**src/rtl/corner_tracker_pkg.sv**
```systemverilog
// Shared types and constants for the corner tracker.
// Corner addresses travel through this package in a wide container struct;
// modules narrow each field to their own ROW_W/COL_W (both must be <= 16).
package corner_tracker_pkg;

    localparam int FIELD_W = 16;

    typedef struct packed {
        logic [FIELD_W-1:0] row;
        logic [FIELD_W-1:0] col;
    } corner_addr_t;

    typedef enum logic [1:0] {
        ST_SEARCH = 2'd0,
        ST_LOCK   = 2'd1,
        ST_HOLD   = 2'd2
    } track_state_t;

    localparam int CORNER_UL = 0;
    localparam int CORNER_UR = 1;
    localparam int CORNER_DL = 2;
    localparam int CORNER_DR = 3;

    // Default (no detection) corner: the frame's own corners.
    function automatic corner_addr_t default_corner(input int idx, input int h_res, input int v_res);
        corner_addr_t c;
        c.row = (idx == CORNER_DL || idx == CORNER_DR) ? FIELD_W'(v_res - 1) : '0;
        c.col = (idx == CORNER_UR || idx == CORNER_DR) ? FIELD_W'(h_res - 1) : '0;
        return c;
    endfunction

endpackage

```
**src/rtl/corner_tracker_extreme_accum.sv**
```systemverilog
// Per-frame extreme-pixel accumulator: topmost (U), bottommost (D),
// leftmost (L) and rightmost (R) set pixels plus a saturating set-pixel count.
// The *_next outputs already include the pixel presented this cycle, so the
// caller can publish a frame result on the cycle its last pixel is accepted.
module extreme_accum
    import corner_tracker_pkg::*;
#(
    parameter  int ROW_W  = 10,
    parameter  int COL_W  = 10,
    parameter  int CNT_W  = 20,
    localparam int ADDR_W = ROW_W + COL_W
) (
    input  logic              i_clk,
    input  logic              i_rst,
    input  logic              i_accept,
    input  logic              i_seed,
    input  logic [ROW_W-1:0]  i_row,
    input  logic [COL_W-1:0]  i_col,
    input  logic              i_data,
    output logic [ADDR_W-1:0] o_u_next,
    output logic [ADDR_W-1:0] o_d_next,
    output logic [ADDR_W-1:0] o_l_next,
    output logic [ADDR_W-1:0] o_r_next,
    output logic [CNT_W-1:0]  o_count_next
);

    logic [ADDR_W-1:0] u_reg, d_reg, l_reg, r_reg;
    logic [ADDR_W-1:0] u_next, d_next, l_next, r_next;
    logic [CNT_W-1:0]  count_reg, count_next;
    logic              any_reg, any_next;
    logic [ADDR_W-1:0] pos;

    assign pos = {i_row, i_col};

    // Update extremes; the first set pixel of a frame initialises all four.
    always_comb begin
        u_next     = u_reg;
        d_next     = d_reg;
        l_next     = l_reg;
        r_next     = r_reg;
        any_next   = any_reg;
        count_next = count_reg;
        if (i_accept) begin
            if (i_seed) begin
                any_next   = i_data;
                u_next     = pos;
                d_next     = pos;
                l_next     = pos;
                r_next     = pos;
                count_next = i_data ? CNT_W'(1) : '0;
            end else if (i_data) begin
                any_next = 1'b1;
                if (!any_reg) begin
                    u_next = pos;
                    d_next = pos;
                    l_next = pos;
                    r_next = pos;
                end else begin
                    if (i_row <  u_reg[ADDR_W-1:COL_W]) u_next = pos;
                    if (i_row >= d_reg[ADDR_W-1:COL_W]) d_next = pos;
                    if (i_col <= l_reg[COL_W-1:0])      l_next = pos;
                    if (i_col >  r_reg[COL_W-1:0])      r_next = pos;
                end
                if (count_reg != '1) count_next = count_reg + CNT_W'(1);
            end
        end
    end

    // Accumulator state registers.
    always_ff @(posedge i_clk) begin
        if (i_rst) begin
            u_reg     <= '0;
            d_reg     <= '0;
            l_reg     <= '0;
            r_reg     <= '0;
            any_reg   <= 1'b0;
            count_reg <= '0;
        end else begin
            u_reg     <= u_next;
            d_reg     <= d_next;
            l_reg     <= l_next;
            r_reg     <= r_next;
            any_reg   <= any_next;
            count_reg <= count_next;
        end
    end

    assign o_u_next     = u_next;
    assign o_d_next     = d_next;
    assign o_l_next     = l_next;
    assign o_r_next     = r_next;
    assign o_count_next = count_next;

endmodule

```
**src/rtl/corner_tracker.sv**
```systemverilog
// Corner tracker top: raster position, frame-end detection, SEARCH/LOCK/HOLD
// state machine and registered corner outputs.
// Optional macro CORNER_TRACKER_SMOOTH_EN: while locked or holding, a good
// frame publishes the rounded average of old and new coordinates.
module corner_tracker
    import corner_tracker_pkg::*;
#(
    parameter  int H_RES       = 800,
    parameter  int V_RES       = 600,
    parameter  int MIN_PIXELS  = 255,
    parameter  int CNT_W       = 20,
    parameter  int HOLD_FRAMES = 4,
    localparam int ROW_W       = $clog2(V_RES),
    localparam int COL_W       = $clog2(H_RES),
    localparam int ADDR_W      = ROW_W + COL_W
) (
    input  logic              i_clk,
    input  logic              i_rst,
    input  logic              i_valid,
    input  logic              i_data,
    input  logic              i_sof,
    output logic              o_valid,
    output logic              o_success,
    output logic              o_held,
    output logic [ADDR_W-1:0] o_ul_addr,
    output logic [ADDR_W-1:0] o_ur_addr,
    output logic [ADDR_W-1:0] o_dl_addr,
    output logic [ADDR_W-1:0] o_dr_addr,
    output logic [CNT_W-1:0]  o_pix_count
);

    localparam logic [ROW_W-1:0] ROW_LAST = ROW_W'(V_RES - 1);
    localparam logic [COL_W-1:0] COL_LAST = COL_W'(H_RES - 1);
    localparam logic [CNT_W-1:0] MIN_CNT  = CNT_W'(MIN_PIXELS);
    localparam int               FC_W     = (HOLD_FRAMES > 0) ? $clog2(HOLD_FRAMES + 1) : 1;
    localparam logic [FC_W-1:0]  HOLD_MAX = FC_W'(HOLD_FRAMES);

    logic [ROW_W-1:0] row_reg, row_next, eff_row;
    logic [COL_W-1:0] col_reg, col_next, eff_col;
    logic             seed, frame_end;

    // i_sof relocates the current pixel to (0,0); otherwise use the raster counters.
    always_comb begin
        eff_row  = i_sof ? '0 : row_reg;
        eff_col  = i_sof ? '0 : col_reg;
        row_next = row_reg;
        col_next = col_reg;
        if (i_valid) begin
            if (eff_col == COL_LAST) begin
                col_next = '0;
                row_next = (eff_row == ROW_LAST) ? '0 : eff_row + ROW_W'(1);
            end else begin
                col_next = eff_col + COL_W'(1);
                row_next = eff_row;
            end
        end
    end

    assign seed      = (eff_row == '0) && (eff_col == '0);
    assign frame_end = i_valid && (eff_row == ROW_LAST) && (eff_col == COL_LAST);

    // Raster position counters.
    always_ff @(posedge i_clk) begin
        if (i_rst) begin
            row_reg <= '0;
            col_reg <= '0;
        end else begin
            row_reg <= row_next;
            col_reg <= col_next;
        end
    end

    logic [ADDR_W-1:0] u_next, d_next, l_next, r_next;
    logic [CNT_W-1:0]  count_next;

    extreme_accum #(
        .ROW_W (ROW_W),
        .COL_W (COL_W),
        .CNT_W (CNT_W)
    ) u_accum (
        .i_clk        (i_clk),
        .i_rst        (i_rst),
        .i_accept     (i_valid),
        .i_seed       (seed),
        .i_row        (eff_row),
        .i_col        (eff_col),
        .i_data       (i_data),
        .o_u_next     (u_next),
        .o_d_next     (d_next),
        .o_l_next     (l_next),
        .o_r_next     (r_next),
        .o_count_next (count_next)
    );

    logic success;
    assign success = (count_next >= MIN_CNT);

    track_state_t    state_reg, state_next;
    logic [FC_W-1:0] fail_cnt_reg, fail_cnt_next;
    logic            held_reg, held_next;
    logic            publish, go_default;

    // Frame-end state machine; decides publish / keep / fall back to defaults.
    always_comb begin
        state_next    = state_reg;
        fail_cnt_next = fail_cnt_reg;
        held_next     = held_reg;
        publish       = 1'b0;
        go_default    = 1'b0;
        if (frame_end) begin
            if (success) begin
                state_next    = ST_LOCK;
                fail_cnt_next = '0;
                held_next     = 1'b0;
                publish       = 1'b1;
            end else begin
                case (state_reg)
                    ST_LOCK: begin
                        if (HOLD_FRAMES == 0) begin
                            state_next = ST_SEARCH;
                            held_next  = 1'b0;
                            go_default = 1'b1;
                        end else begin
                            state_next    = ST_HOLD;
                            fail_cnt_next = FC_W'(1);
                            held_next     = 1'b1;
                        end
                    end
                    ST_HOLD: begin
                        if (fail_cnt_reg < HOLD_MAX) begin
                            fail_cnt_next = fail_cnt_reg + FC_W'(1);
                            held_next     = 1'b1;
                        end else begin
                            state_next    = ST_SEARCH;
                            fail_cnt_next = '0;
                            held_next     = 1'b0;
                            go_default    = 1'b1;
                        end
                    end
                    default: begin
                        state_next = ST_SEARCH;
                        held_next  = 1'b0;
                        go_default = 1'b1;
                    end
                endcase
            end
        end
    end

    logic [ADDR_W-1:0] corner_reg [4];
    logic [ADDR_W-1:0] raw_c      [4];
    logic [ADDR_W-1:0] dflt_c     [4];
    logic [ADDR_W-1:0] pub_c      [4];

    assign raw_c[CORNER_UL] = u_next;
    assign raw_c[CORNER_UR] = r_next;
    assign raw_c[CORNER_DL] = l_next;
    assign raw_c[CORNER_DR] = d_next;

`ifdef CORNER_TRACKER_SMOOTH_EN
    logic smooth_sel;
    assign smooth_sel = (state_reg != ST_SEARCH);
`endif

    genvar gi;
    generate
        for (gi = 0; gi < 4; gi++) begin : g_corner
            localparam corner_addr_t DFLT = default_corner(gi, H_RES, V_RES);
            assign dflt_c[gi] = {DFLT.row[ROW_W-1:0], DFLT.col[COL_W-1:0]};
`ifdef CORNER_TRACKER_SMOOTH_EN
            logic [ROW_W:0] row_sum;
            logic [COL_W:0] col_sum;
            assign row_sum = {1'b0, corner_reg[gi][ADDR_W-1:COL_W]} + {1'b0, raw_c[gi][ADDR_W-1:COL_W]}
                             + (ROW_W + 1)'(1);
            assign col_sum = {1'b0, corner_reg[gi][COL_W-1:0]} + {1'b0, raw_c[gi][COL_W-1:0]}
                             + (COL_W + 1)'(1);
            assign pub_c[gi] = smooth_sel ? {row_sum[ROW_W:1], col_sum[COL_W:1]} : raw_c[gi];
`else
            assign pub_c[gi] = raw_c[gi];
`endif
        end
    endgenerate

    // FSM state and registered outputs, updated only when a frame completes.
    always_ff @(posedge i_clk) begin
        if (i_rst) begin
            state_reg     <= ST_SEARCH;
            fail_cnt_reg  <= '0;
            held_reg      <= 1'b0;
            o_valid       <= 1'b0;
            o_success     <= 1'b0;
            o_pix_count   <= '0;
            for (int i = 0; i < 4; i++) corner_reg[i] <= dflt_c[i];
        end else begin
            state_reg    <= state_next;
            fail_cnt_reg <= fail_cnt_next;
            held_reg     <= held_next;
            o_valid      <= frame_end;
            if (frame_end) begin
                o_success   <= success;
                o_pix_count <= count_next;
            end
            for (int i = 0; i < 4; i++) begin
                if (publish)         corner_reg[i] <= pub_c[i];
                else if (go_default) corner_reg[i] <= dflt_c[i];
            end
        end
    end

    assign o_held    = held_reg;
    assign o_ul_addr = corner_reg[CORNER_UL];
    assign o_ur_addr = corner_reg[CORNER_UR];
    assign o_dl_addr = corner_reg[CORNER_DL];
    assign o_dr_addr = corner_reg[CORNER_DR];

endmodule
```
**config.mk**
```make
export PLATFORM = sky130hd
export DESIGN_NAME = corner_tracker
export DESIGN_NICKNAME = d
export VERILOG_FILES = /design/src/rtl/corner_tracker_pkg.sv /design/src/rtl/corner_tracker_extreme_accum.sv /design/src/rtl/corner_tracker.sv
export SDC_FILE = /design/constraint.sdc
export NUM_CORES = 1
export LEC_CHECK = 0
export ABC_CLOCK_PERIOD_IN_PS = 6500
export BUFFER_PORTS_ARGS = -buffer_cell sky130_fd_sc_hd__buf_2
export CAP_MARGIN = 20
export CORE_UTILIZATION = 45
export CTS_CLUSTER_SIZE = 8
export DETAILED_ROUTE_END_ITERATION = 8
export HOLD_SLACK_MARGIN = 0.06
export PLACE_DENSITY_LB_ADDON = 0.1
export SLEW_MARGIN = 20
export SYNTH_ARGS = -nofsm -noshare
export SYNTH_HDL_FRONTEND = slang
export SYNTH_SLANG_ARGS = --single-unit
```
**constraint.sdc**
```tcl
create_clock -name i_clk -period 6.5 [get_ports i_clk]
set_input_delay 0.975 -clock i_clk [delete_from_list [all_inputs] [get_ports i_clk]]
set_output_delay 0.975 -clock i_clk [all_outputs]
set_load 0.03 [all_outputs]
```
==> results.md, run 1 <==
• **count of final setup violators** 0
• **worst-margin pin slew** 1.14 ns
• **Post-Layout Inst Area** 0.0127 mm2
• **Resized Gates After CTS** 0
• **maximum number of pins on one net before global-route repair** 83
• **source of the critical timing path** i_sof
• **clock tree from TritonCTS** yes
• **proportion of synthesized chip area in sequential cells** 0.495
• **antenna fix cells** 0
• **max capacitance violation total** 0
• **maximum net fanout on the critical path** 36
• **initial antenna violation count** 0
• **number of sinks handled by clock tree synthesis** 229
• **Worst setup SP type** input pin
• **Worst Path Class, Setup** in -> reg
• **standby leakage power** 0.00463 uW
• **number of optimization iterations in the first detailed-route pass** 5
• **final-report max-slew violation count** 0
• **synthesized area per cell** 9.14 um2
• **routed wirelength normalized by instance count** 18.9 um
• **iteration-0 DRC count of the detailed router** 659
• **post-synthesis cell area** 0.0109 mm2
• **global route overflow** 0
• **Die Wd** 157 um
• **path type of the worst min-delay path** reg -> reg
• **buffer cell driving the clock tree root** sky130_fd_sc_hd__clkbuf_16
• **Post-Place Cell Area** 0.0116 mm2
• **starting utilization of the core area** 0.460
• **count of buffers from port buffering** 107
• **number of vias per cell after detailed routing** 5.68
• **final hold violation count** 0
• **Post-CTS Setup Repair Bufs** 0
• **Post-synth EDFFs** 80
• **CP arrival** 4.97 ns
• **number of levels the H-tree was split into** 2
• **antenna-violating nets left** 0
• **startpoint of the worst register-to-register path** u_accum.count_reg[0]$_SDFF_PP0_
• **number of core rows** 56
• **via count of the first global-routing pass** 8,695
• **maximum clock insertion buffer count** 3
• **Clock Latency Late Sink** 0.52 ns
• **setup TNS** 0 ns
• **post-detail-place hpwl** 19,900 um
• **max FFs per register** 80
• **power per unit of standard cell area** 266 mW/mm2
• **flip-flop cell with the highest count after synthesis** sky130_fd_sc_hd__dfxtp_1
• **Worst-path clk slew** 0.05 ns
• **worst slew margin relative to its limit** 0.237
• **DR DRC count** 0
• **RSZ-0062 raised after global routing** no
• **worst hold path startpoint** o_pix_count[4]$_SDFFE_PP0P_
• **Setup Skew** 0.0213 ns
• **Post-CTS Hold Buffers** 0
• **critical path capture point type** flop
• **asr flop ratio synth** 0
• **number of warning messages in the yosys log** 0
• **net count reported at finish** 1,323
• **total nets after synthesis** 1,241
• **Area Overhead vs Synth** 16.4%
• **overall routed net length** 30,600 um
• **final weighted congestion in routability-driven placement** 0.903
• **Yosys reg bits** 229
• **highest achievable clock rate** 211 MHz
• **number of buffers created by CTS** 34
• **minimum clock period** 4.73 ns
• **wire length of the first global-routing pass** 47,800 um
• **share of cells above drive strength 1** 0.151
• **synthesized netlist cell count** 1,189
• **I/O Pins** 108
• **core region area** 0.0236 mm2
• **Synth cell types** 74
• **worst IR drop on VDD** 0.208 mV
• **global routing usage summed across all routing layers** 0.251
• **height of the chip** 157 um
• **Die Outline Area** 0.0248 mm2
• **Via Count** 9,169
• **fin crit share** 0.728
• **outcome** finished clean
• **Crit path required time** 6.74 ns
## Yosys cell counts, types with 3 or more instances
master / count / area share
sky130_fd_sc_hd__nor2b_1: 21 / 0.012
sky130_fd_sc_hd__or4_1: 3 / 0.0021
sky130_fd_sc_hd__inv_1: 55 / 0.019
sky130_fd_sc_hd__nand4b_1: 3 / 0.0024
sky130_fd_sc_hd__xor2_1: 8 / 0.0064
sky130_fd_sc_hd__dfxtp_1: 149 / 0.27
sky130_fd_sc_hd__nand3_1: 93 / 0.043
sky130_fd_sc_hd__a211oi_1: 4 / 0.0028
sky130_fd_sc_hd__a31oi_1: 3 / 0.0017
sky130_fd_sc_hd__mux2i_1: 18 / 0.017
sky130_fd_sc_hd__and4_1: 8 / 0.0064
sky130_fd_sc_hd__clkbuf_1: 76 / 0.026
sky130_fd_sc_hd__buf_6: 4 / 0.0041
sky130_fd_sc_hd__nand2_1: 71 / 0.025
sky130_fd_sc_hd__and2_1: 9 / 0.0052
sky130_fd_sc_hd__o211ai_1: 6 / 0.0041
sky130_fd_sc_hd__nor4_1: 10 / 0.0058
sky130_fd_sc_hd__a21oi_1: 148 / 0.068
sky130_fd_sc_hd__nor2_1: 90 / 0.031
sky130_fd_sc_hd__nand4_1: 16 / 0.0092
sky130_fd_sc_hd__nand2b_1: 7 / 0.0040
sky130_fd_sc_hd__buf_2: 7 / 0.0032
sky130_fd_sc_hd__o31ai_1: 3 / 0.0021
sky130_fd_sc_hd__and3_1: 16 / 0.0092
sky130_fd_sc_hd__edfxtp_1: 80 / 0.22
sky130_fd_sc_hd__a21o_1: 12 / 0.0083
sky130_fd_sc_hd__a211o_1: 3 / 0.0024
sky130_fd_sc_hd__nor3_1: 43 / 0.020
sky130_fd_sc_hd__o22ai_1: 3 / 0.0017
sky130_fd_sc_hd__o21a_1: 7 / 0.0048
sky130_fd_sc_hd__a22oi_1: 16 / 0.011
sky130_fd_sc_hd__o21ai_0: 89 / 0.041
sky130_fd_sc_hd__ha_1: 47 / 0.054
sky130_fd_sc_hd__xnor2_1: 8 / 0.0064
## power breakdown
group	switching (uW)	internal [uW]	leakage [uW]
registers	9.70	1510	0.00197
logic	151	38.4	0.00218
clock network	643	1010	0.000478
total	804	2560	0.00463
## final timing paths
check	cells past startpoint	slack [ns]	endpoint
hold / removal	2	0.45	o_pix_count[4]$_SDFFE_PP0P_
setup / recovery	12	1.77	corner_reg[0][18]$_SDFFCE_PP0P_
setup reg to reg	10	2.01	corner_reg[0][18]$_SDFFCE_PP0P_
hold reg to reg	2	0.45	o_pix_count[4]$_SDFFE_PP0P_
## kinds of logic after synthesis
| group | count (synthesis) | synth area share |
|---|---|---|
| muxes | 20 | 0.0186 |
| and+or+nand+nor | 407 | 0.188 |
| DFF | 229 | 0.495 |
| buffers and inverters | 144 | 0.0536 |
| adders and majority gates | 47 | 0.0541 |
| xor gates and xnor gates | 16 | 0.0129 |
| AOI/OAI and AO/OA | 326 | 0.177 |
## layout by cell type, fill, tap and decap left out, drive strengths merged, types with 3 or more instances in the layout
master and n:
nand4b 3, o21ai 93, nor2b 21, xnor2 8
a22oi 16, nand2 71, a21oi 148, clkbuf 57
nor2 91, nand2b 7, or4 4, nor3 43
or2 3, a31oi 3, nand3 93, and2 11
nor4 11, dfxtp 149, edfxtp 80, and3 16
ha 47, buf 135, xor2 8, nand4 17
o31ai 3, o21a 7, and4 8, a21o 12
mux2i 18, a211oi 6, a211o 3, o211ai 7
inv 57, o22ai 3
## worst max-delay path, stage by stage
cell                       delay (ns)
sky130_fd_sc_hd__buf_2           0.48
sky130_fd_sc_hd__nor2b_1         0.26
sky130_fd_sc_hd__inv_1           0.17
sky130_fd_sc_hd__ha_1            0.19
sky130_fd_sc_hd__nand2_1         0.15
sky130_fd_sc_hd__o21ai_1         0.55
sky130_fd_sc_hd__nor3_1          0.14
sky130_fd_sc_hd__o311a_1         0.42
sky130_fd_sc_hd__a211oi_2        0.42
sky130_fd_sc_hd__a31o_2          0.25
sky130_fd_sc_hd__nand2_2         0.46
sky130_fd_sc_hd__buf_4           0.46
## per-stage QoR
stage | utilization | std cells | setup slack, ns | hold WS (ns) | total power, uW
floorplan | - | 1189 | 1.03 | 0.436 | 1680
global placement | 0.493 | 1553 | 1.44 | 0.442 | 1740
detailed placement | 0.493 | 1553 | 1.24 | 0.446 | 1740
CTS | 0.536 | 1612 | 1.77 | 0.453 | 3390
global route | 0.536 | 1613 | 1.40 | 0.469 | 3460
finish | 0.536 | 1613 | 1.77 | 0.453 | 3370
## routing by layer
layer / vias up / share of wire / global-route usage
met5: - / 0 / 0
met4: 0 / 0.024 / 0.0832
met3: 57 / 0.066 / 0.0487
met2: 312 / 0.45 / 0.398
met1: 4334 / 0.46 / 0.341
li1: 4466 / - / -
## final cells by class
type | count | area, um2
well taps | 319 | 399
clock buffers | 57 | 968
inverters | 55 | 206
repair buffers | 135 | 746
clock inverters | 2 | 28.8
multi-input cells | 816 | 4920
flip-flops and latches | 229 | 5390
fillers | 2254 | 11000
Power figures use the tool's default switching activity.
==> inputs of run 2 (changes only) <==
--- a/config.mk
+++ b/config.mk
@@ -5,7 +5,7 @@
 export SDC_FILE = /design/constraint.sdc
 export NUM_CORES = 1
 export LEC_CHECK = 0
-export ABC_CLOCK_PERIOD_IN_PS = 6500
+export ABC_CLOCK_PERIOD_IN_PS = 4250
 export BUFFER_PORTS_ARGS = -buffer_cell sky130_fd_sc_hd__buf_2
 export CAP_MARGIN = 20
 export CORE_UTILIZATION = 45
==> constraint.sdc (replaced) <==
create_clock -name i_clk -period 4.25 [get_ports i_clk]
set_input_delay 0.6375 -clock i_clk [delete_from_list [all_inputs] [get_ports i_clk]]
set_output_delay 0.6375 -clock i_clk [all_outputs]
set_load 0.03 [all_outputs]
==> run 2 against run 1 <==
Final area grew 2.1%. Clock skew shrank 0.0086 ns. Cell count grew 1.7%. Setup slack lost 1.3 ns. Non-clock buffer count grew 30. Count of clock-buffer cells in the layout shrank 2. Sequential cell count is the same. Clock power grew 48%. Worst hold slack gained 0.0040 ns. Combinational power grew 61%. First-iteration DRC count grew 12%. Critical path type is now reg -> reg. Critical endpoint is now corner_reg[0][17]$_SDFFCE_PP0P_. Largest cell class unchanged.
==> results.md, run 2 (synthesis results as in run 1) <==
• **outcome** finished clean
• **number of sinks handled by clock tree synthesis** 229, unchanged
• **overall routed net length** 30,500 um, about the same
• **antenna fix cells** 0, unchanged
• **PnR Total Power** 5090 uW, +51%
• **height of the chip** 157 um, unchanged
• **Post-CTS Hold Buffers** 0, unchanged
• **Die Wd** 157 um, unchanged
• **Seq pwr share** 0.457, +0.005
• **iteration-0 DRC count of the detailed router** 741, +12%
• **global route overflow** 0, unchanged
• **highest achievable clock rate** 263 MHz
• **via count of the first global-routing pass** 8,654, -0.47%
• **CP arrival** 4.03 ns, -0.94 ns
• **Layout Cells excl Fill** 1,640, +1.7%
• **DR DRC count** 0, unchanged
• **Worst Path Class, Setup** reg -> reg
• **internal portion of total power** 3910 uW, +53%
• **fin crit share** 0.896
• **global routing usage summed across all routing layers** 0.250, -0.000314
• **count of final setup violators** 0, unchanged
• **Worst setup SP type** flop
• **path type of the worst min-delay path** reg -> reg
• **sum of met3 wire segment lengths after detailed routing** 1820 um, -9.5%
• **critical path buffer and inverter count** 1, -2
• **number of core rows** 56, unchanged
• **switching pwr** 1180 uW, +47%
• **worst-margin pin slew** 1.03 ns, -0.113 ns
• **Post-CTS Setup Repair Bufs** 0, unchanged
• **minimum clock period** 3.81 ns
• **starting utilization of the core area** 0.460, unchanged
• **Via Count** 9,237, +0.74%
• **Net Sw Frac** 0.232, -0.00688
• **cell class contributing the biggest share of worst-path delay** compound AO/OA/AOI/OAI gates
• **final weighted congestion in routability-driven placement** 0.883, -2.1%
• **initial antenna violation count** 0, unchanged
• **clock tree from TritonCTS** yes
• **number of buffers created by CTS** 34, unchanged
• **maximum clock insertion buffer count** 3, unchanged
• **Filler Cells Inserted** 2,206, -2.1%
• **worst IR drop on VDD** 0.306 mV, +47%
• **maximum net fanout on the critical path** 40, +11%
• **maximum number of pins on one net before global-route repair** 83, unchanged
• **Clock Latency Late Sink** 0.49 ns, -0.03 ns
• **Setup Skew** 0.0127 ns, -0.00859 ns
• **critical path capture point type** flop
• **top sig layer** met4
• **count of buffers from port buffering** 107, unchanged
• **WL met1** 14,300 um, +1.0%
• **worst hold slack across all endpoints** 0.457 ns, +0.00402 ns
• **list of cells traversed by the critical path** ha_1 > nand4_2 > or4_1 > o21ai_2 > nor3_1 > o311a_1 > a211o_1 > o211ai_2 > buf_12 > a21oi_1
• **Resized Gates After CTS** 0, unchanged
• **final-report max-slew violation count** 0, unchanged
• **highest-delay cell along the critical path** sky130_fd_sc_hd__or4_1
• **worst slew margin relative to its limit** 0.309, +0.0717
• **max capacitance violation total** 0, unchanged
• **RSZ-0062 raised after global routing** no
• **Worst-path clk slew** 0.05 ns, about the same
• **core region area** 0.0236 mm2, unchanged
• **most common library cell in the layout ignoring fill and taps** sky130_fd_sc_hd__dfxtp_1
• **post-detail-place hpwl** 20,600 um, +3.2%
• **net count reported at finish** 1,353, +2.3%
• **antenna-violating nets left** 0, unchanged
• **power per unit of standard cell area** 394 mW/mm2, +48%
• **routed wirelength normalized by instance count** 18.6 um, -1.7%
• **standby leakage power** 0.00480 uW, +3.5%
• **Comb power frac** 0.060, +0.004
• **Crit path required time** 4.47 ns, -2.27 ns
• **share of power burned in the clock network** 0.484, -0.008
• **buffer cell driving the clock tree root** sky130_fd_sc_hd__clkbuf_16
• **number of optimization iterations in the first detailed-route pass** 5, unchanged
• **met2 wire length** 13,600 um, +0.12%
• **number of levels the H-tree was split into** 2, unchanged
• **final hold violation count** 0, unchanged
• **Die Outline Area** 0.0248 mm2, unchanged
• **most frequent cells in the layout** sky130_fd_sc_hd__dfxtp_1, sky130_fd_sc_hd__a21oi_1, sky130_fd_sc_hd__buf_2, sky130_fd_sc_hd__nand3_1, sky130_fd_sc_hd__nor2_1
• **wire length of the first global-routing pass** 47,600 um, -0.39%
• **delay of the slowest cell on the worst path** 0.73 ns, +0.18 ns
• **number of vias per cell after detailed routing** 5.63, -0.92%
• **I/O Pins** 108, unchanged
• **max FFs per register** 80, unchanged
• **number of instances in the placed design** 1,584, +2.0%
• **Area Overhead vs Synth** 18.8%
• **share of cells above drive strength 1** 0.170, +0.0181
run 2: cell types whose count changed in the layout (fill, tap and decap cells not counted), sizes merged:
cell / before / now
clkbuf: 57 / 55
inv: 57 / 56
buf: 135 / 165
run 2: worst paths after layout:
| check | from | to | slack, ns | cells after the start |
|---|---|---|---|---|
| min reg2reg | o_pix_count[16]$_SDFFE_PP0P_ | o_pix_count[16]$_SDFFE_PP0P_ | 0.46 | 2 |
| max | u_accum.count_reg[0]$_SDFF_PP0_ | corner_reg[0][17]$_SDFFCE_PP0P_ | 0.44 | 10 |
| max reg2reg | u_accum.count_reg[0]$_SDFF_PP0_ | corner_reg[0][17]$_SDFFCE_PP0P_ | 0.44 | 10 |
| min | o_pix_count[16]$_SDFFE_PP0P_ | o_pix_count[16]$_SDFFE_PP0P_ | 0.46 | 2 |
run 2: worst min-delay path, delay by kind of cell, from the launching register on:
kind	cells	cell delay, ns
DFF	1	0.30
and+or+nand+nor	1	0.05
AOI/OAI and AO/OA	1	0.05
run 2: final cells by class:
class                      instances  area [um2]  share of cell area
sequential                       229        5390               0.417
multi-input combinational        816        4920               0.381
timing repair buffer             165        1040              0.0802
clock buffer                      55         961              0.0744
tap                              319         399              0.0309
inverter                          55         206              0.0160
clock inverter                     1        8.76            0.000678
run 2: stage by stage:
| step | TNS, ns | worst slack (ns) | instance area [um2] | utilization |
|---|---|---|---|---|
| after floorplan | -0.344 | -0.0172 | 10900 | - |
| after global placement | 0 | 0.441 | 11900 | 0.506 |
| after detailed placement | 0 | 0.450 | 11900 | 0.506 |
| after CTS | 0 | 0.468 | 12900 | 0.547 |
| after global routing | 0 | 0.245 | 12900 | 0.547 |
| final | 0 | 0.444 | 12900 | 0.547 |
run 2: power groups by stage:
stage | sequential (uW) | combinational, uW | clock [uW]
2_1_floorplan | 2450 | 116 | 0
3_3_place_gp | 2370 | 305 | 0
3_5_place_dp | 2370 | 304 | 0
4_1_cts | 2330 | 305 | 2510
5_1_grt | 2330 | 326 | 2610
6_report | 2330 | 304 | 2460
run 2: metal layers:
metal,vias up,track usage
li1,4522,-
met1,4348,0.352
met2,310,0.390
met3,57,0.0407
met4,0,0.0837
met5,-,0
